--- src/rtl/aurora_hls_event_monitor.sv ---
// Per-channel event statistics: level/edge counters with saturate-or-wrap, sticky overflow,
// an atomic snapshot bank with optional restart, and a registered indexed read port.
module aurora_hls_event_monitor #(
   parameter int                    NUM_EVENTS  = 16,
   parameter int                    COUNT_WIDTH = 32,
   parameter bit                    SATURATE    = 1'b1,
   parameter logic [NUM_EVENTS-1:0] INVERT_MASK = {NUM_EVENTS{1'b0}},
   parameter int                    SEL_WIDTH   = 6
) (
   input  logic                   clk,
   input  logic                   rst,
   input  logic [NUM_EVENTS-1:0]  event_in,
   input  logic [NUM_EVENTS-1:0]  edge_mode,
   input  logic                   clear,
   input  logic                   snapshot,
   input  logic                   clear_on_snapshot,
   input  logic [SEL_WIDTH-1:0]   rd_sel,
   output logic [COUNT_WIDTH-1:0] rd_data,
   output logic                   snapshot_done,
   output logic [NUM_EVENTS-1:0]  snap_ovf,
   output logic [NUM_EVENTS-1:0]  live_ovf
);

   localparam logic [COUNT_WIDTH-1:0] CNT_ZERO = {COUNT_WIDTH{1'b0}};
   localparam logic [COUNT_WIDTH-1:0] CNT_ONE  = {{(COUNT_WIDTH-1){1'b0}}, 1'b1};
   localparam logic [COUNT_WIDTH-1:0] CNT_MAX  = {COUNT_WIDTH{1'b1}};

   logic [NUM_EVENTS-1:0]  e_s;
   logic [NUM_EVENTS-1:0]  inc_s;
   logic [NUM_EVENTS-1:0]  prev_r;
   logic [COUNT_WIDTH-1:0] cnt_r     [NUM_EVENTS];
   logic [COUNT_WIDTH-1:0] cnt_nxt_s [NUM_EVENTS];
   logic [COUNT_WIDTH-1:0] bank_r    [NUM_EVENTS];
   logic [NUM_EVENTS-1:0]  live_ovf_r;
   logic [NUM_EVENTS-1:0]  live_ovf_nxt_s;
   logic [NUM_EVENTS-1:0]  snap_ovf_r;
   logic                   snapshot_done_r;
   logic [COUNT_WIDTH-1:0] rd_mux_s;
   logic [COUNT_WIDTH-1:0] rd_data_r;

   // Effective event and per-channel increment request (edge mode needs a low-to-high step).
   always_comb begin
      e_s   = event_in ^ INVERT_MASK;
      inc_s = e_s & ~(edge_mode & prev_r);
   end

   // Previous effective level; loaded during reset too so a level held at release is no edge.
   always_ff @(posedge clk) begin
      prev_r <= e_s;
   end

   // Live counter next state: clear beats snapshot-restart beats normal counting.
   always_comb begin
      live_ovf_nxt_s = live_ovf_r;
      for (int i = 0; i < NUM_EVENTS; i++) begin
         cnt_nxt_s[i] = cnt_r[i];
         if (clear) begin
            cnt_nxt_s[i]      = CNT_ZERO;
            live_ovf_nxt_s[i] = 1'b0;
         end else if (snapshot && clear_on_snapshot) begin
            // restart keeps this cycle's event so nothing is lost across the snapshot
            cnt_nxt_s[i]      = {{(COUNT_WIDTH-1){1'b0}}, inc_s[i]};
            live_ovf_nxt_s[i] = 1'b0;
         end else if (inc_s[i]) begin
            if (cnt_r[i] == CNT_MAX) begin
               cnt_nxt_s[i]      = SATURATE ? CNT_MAX : CNT_ZERO;
               live_ovf_nxt_s[i] = 1'b1;
            end else begin
               cnt_nxt_s[i]      = cnt_r[i] + CNT_ONE;
            end
         end else begin
            cnt_nxt_s[i] = cnt_r[i];
         end
      end
   end

   // Live counters and sticky overflow flags.
   always_ff @(posedge clk) begin
      if (rst) begin
         for (int i = 0; i < NUM_EVENTS; i++) begin
            cnt_r[i] <= CNT_ZERO;
         end
         live_ovf_r <= {NUM_EVENTS{1'b0}};
      end else begin
         cnt_r      <= cnt_nxt_s;
         live_ovf_r <= live_ovf_nxt_s;
      end
   end

   // Snapshot bank captures pre-update live state; untouched by clear.
   always_ff @(posedge clk) begin
      if (rst) begin
         for (int i = 0; i < NUM_EVENTS; i++) begin
            bank_r[i] <= CNT_ZERO;
         end
         snap_ovf_r      <= {NUM_EVENTS{1'b0}};
         snapshot_done_r <= 1'b0;
      end else begin
         if (snapshot) begin
            bank_r     <= cnt_r;
            snap_ovf_r <= live_ovf_r;
         end
         snapshot_done_r <= snapshot;
      end
   end

   // Read mux: AND-OR select so indices past NUM_EVENTS naturally yield zero.
   always_comb begin
      rd_mux_s = CNT_ZERO;
      for (int i = 0; i < NUM_EVENTS; i++) begin
         rd_mux_s = rd_mux_s | (bank_r[i] & {COUNT_WIDTH{rd_sel == SEL_WIDTH'(i)}});
      end
   end

   // Registered read data.
   always_ff @(posedge clk) begin
      if (rst) begin
         rd_data_r <= CNT_ZERO;
      end else begin
         rd_data_r <= rd_mux_s;
      end
   end

   assign rd_data       = rd_data_r;
   assign snapshot_done = snapshot_done_r;
   assign snap_ovf      = snap_ovf_r;
   assign live_ovf      = live_ovf_r;

endmodule

--- config.mk ---
export PLATFORM = sky130hd
export DESIGN_NAME = aurora_hls_event_monitor
export DESIGN_NICKNAME = d
export VERILOG_FILES = /design/src/rtl/aurora_hls_event_monitor.sv
export SDC_FILE = /design/constraint.sdc
export NUM_CORES = 2
export LEC_CHECK = 0
export ABC_CLOCK_PERIOD_IN_PS = 3100
export CAP_MARGIN = 20
export CORE_MARGIN = 5
export CORE_UTILIZATION = 49
export CTS_CLUSTER_SIZE = 40
export DETAILED_ROUTE_END_ITERATION = 10
export MAX_ROUTING_LAYER = met4
export PLACE_DENSITY = 0.65
export SYNTH_ARGS = -nofsm -noshare
export SYNTH_HDL_FRONTEND = slang
export SYNTH_SLANG_ARGS = --single-unit
--- constraint.sdc ---
create_clock -name clk -period 3.1 [get_ports clk]
set_clock_uncertainty 0.05 [all_clocks]
set_input_delay 0.93 -clock clk [delete_from_list [all_inputs] [get_ports clk]]
set_output_delay 0.93 -clock clk [all_outputs]
set_load 0.005 [all_outputs]
==> results.md <==
- Outcome: complete, no violations
- CP endpoint kind: flop
- Critical Path Start: rd_sel[0]
- Most used cell, CP: buf_4
- Layout area overhead: 17.3%
- Final Max Tran Viols: 0
- Largest net degree at the start of global routing: 183
- Post-Syn Area: 47600 µm²
- Share of the synthesized area in the top cell type: 46.5%
- # Max-Cap Violations: 0
- Row Count: 114
- Hold Crit Depth: 2
- Post-synth EDFFs: 0
- Top post-synthesis cells by area: dfxtp_1, mux2i_1, nor2_1
- Clk Tree Root Cell: clkbuf_16
- Initial antenna violation count: 3
- CTS tree: yes
- Critical path type: input port to flop
- Hold Path Origin: live_ovf[2]
- Hold EP: live_ovf[2]
- Die height: 322 µm
- Post-Synthesis Net Count: 5169
- # setup viols final: 0
- Grt total ovfl: 0
- Post-Route WL: 161 mm
- Top FF cell, synth: dfxtp_1
- Routability Congestion: 1.00
- Vias/cell: 5.90
- Worst EP required: 3590 ps
- Arrival time at the worst endpoint: 3390 ps
- Placed insts: 6520
- Register area: 22100 µm²
- Sequential area share after synthesis: 46.5%
- Initial DRT Pass Iterations: 6
- Post-CTS setup buffers: 0
- Slew @ Worst Pin: 1090 ps
- Delay-heaviest family, CP: compound AO/OA/AOI/OAI gates
- WL/cell: 24.0 µm
- FF-to-FF End: cnt_r[445]
- Global-route wire length before repair: 238 mm
- Htree depth: 3
- Syn avg cell area: 9.32 µm²
- Via count: 39700
- Layout Nets: 5418
- Hold-fix buffers, CTS: 0
- Unrepaired setup endpoints after global routing: no
- Worst min-delay path class: flop to flop
- CP Cell Sequence: buf_4 > buf_4 > mux4_2 > nand2_1 > o21ai_0 > a2111oi_0 > a21oi_1
- Cts bufs inserted: 113
- FF-to-FF Start: cnt_r[430]
- Clk buf depth: 3
- Dominant cell type by area after synthesis: dfxtp_1
- Yosys warnings: 0
- CP max-delay cell: a2111oi_0
- Register bit total from synthesis: 1105
- Mapped Cells: 5110
- Fin. Hold Viols: 0
- Layout cells sized above 1: 11.6%
- Vias in the first global route: 36100
- Die width: 322 µm
- # clock sinks: 1105
- Initial Util: 49.3%
- Ys async rst share: 0%
- Core box area: 96600 µm²
- Post-layout minimum cycle time: 2900 ps
- DR iter-0 viols: 4383
- Buffers on Ports: 107
- Power per cell area: 528 nW/µm²
- Slew headroom: 26.4%
- Most common cell after layout, fill and taps aside: dfxtp_1
- Internal reg-to-reg setup slack: 490 ps
- # resized after CTS: 0
- Worst-skew pair later-pin latency: 700 ps
- Finished Layout Cells: 6728
- Commonest cells after routing, fill and taps aside: dfxtp_1, nor2_1, mux2i_1
- Gr usage total: 30.9%
- LEAKAGE: 20.9 nW
- IO Count: 108
- Fmax: 345 MHz
- Worst r2r path cells: 6
- Library cells used by synthesis: 82
- Final period utilization: 93.5%
- Die area: 104000 µm²
- CP max FO: 13
- Maximum vdd drop: 466 µV
- HPWL Detailed: 121 mm
- Drc violations: 0
- Buffer and inverter count on the worst path: 2
- Area of the multi-input gates: 24100 µm²
- Antenna Violating Nets Remaining: 0
- Filler cells: 8575
- Critical Path Source Type: input port
- TNS Setup: 0 ps
- Max incr delay on CP: 760 ps
- Worst-path clk slew: 60 ps
## synth_stat cells (9+ instances only)
master and number:
a21boi_0 12, a311oi_1 9, mux2_2 23, a221oi_1 21
a31oi_1 40, or2_2 12, inv_1 60, and3_1 96
mux4_2 30, xnor2_1 158, nand4_1 125, mux2i_1 600
o21a_1 10, ha_1 16, or3_1 17, a21bo_2 9
o22ai_1 15, nor3_1 90, dfxtp_1 1105, a222oi_1 16
nor3b_1 9, o221a_2 9, a22o_1 15, buf_1 59
nor4_1 29, o21ai_0 46, a211oi_1 18, buf_2 40
a21oi_1 480, and2_1 20, and4_1 53, a22oi_1 50
nor2_1 750, nand3_1 228, xor2_1 251, nand2_1 266
clkbuf_1 194
## how the worst max path moves through the flow
stage | end | depth (start not counted)
6_report | rd_data[15] | 7
3_3_place_gp | rd_data[15] | 7
2_1_floorplan | rd_data[16] | 8
5_1_grt | rd_data[15] | 7
3_5_place_dp | rd_data[15] | 7
4_1_cts | rd_data[10] | 1
## layer usage
metal	part of all wire, %	vias to the layer above	track usage, %	wire length (µm)
li1	-	18700	-	-
met1	47	19400	44.8	75200
met2	43	1398	44.6	69000
met3	6.9	267	4.47	11100
met4	3.7	0	10.2	6010
met5	0	-	-	0
## metrics by stage
step	setup WS, ps	total power, mW	util [%]	instance area [µm²]	hold slack (ps)
after floorplan	390	15.3	-	47600	404
after global placement	-444	15.8	53.9	52000	401
after detailed placement	-401	15.8	53.9	52000	407
after CTS	307	29.7	57.8	55900	403
after global routing	199	30.3	57.8	55900	423
final	201	29.5	57.8	55900	412
## sequential cells by signal, summed over array words and instances, names as in the netlist
name	count
live_ovf	16
prev_r	16
rd_data	32
snapshot_done	1
bank_r	512
cnt_r	512
snap_ovf	16
## worst register-to-register path: cells and delay by family (launching register included)
family / cells / cell delay [ps]
and+or+nand+nor: 5 / 1680
DFF: 1 / 540
AOI/OAI and AO/OA: 1 / 270
## power by group
part	switching, mW	internal [mW]
logic	0.782	0.467
clock network	5.76	8.22
registers	0.0372	14.2
total	6.58	22.9
## area by class of cell
class | instances | area share (%)
Tap cell | 1276 | 2.86
Multi-Input combinational cell | 3646 | 43.1
Timing Repair Buffer | 433 | 7.21
Clock buffer | 174 | 6.20
Antenna cell | 4 | 0.0179
Sequential cell | 1105 | 39.6
Clock inverter | 30 | 0.627
Inverter | 60 | 0.403
## cells by family after synthesis
group                    Yosys count  synth area share, %
XOR/XNOR                         409                 7.52
AO/OA/AOI/OAI                    819                 10.6
buffers and inverters            359                 3.05
flip-flops                      1105                 46.5
adder cells (fa/ha/maj)           16                0.420
AND/OR/NAND/NOR                 1749                 17.4
multiplexers                     653                 14.6
No activity file was read; power rests on OpenSTA's default activity.
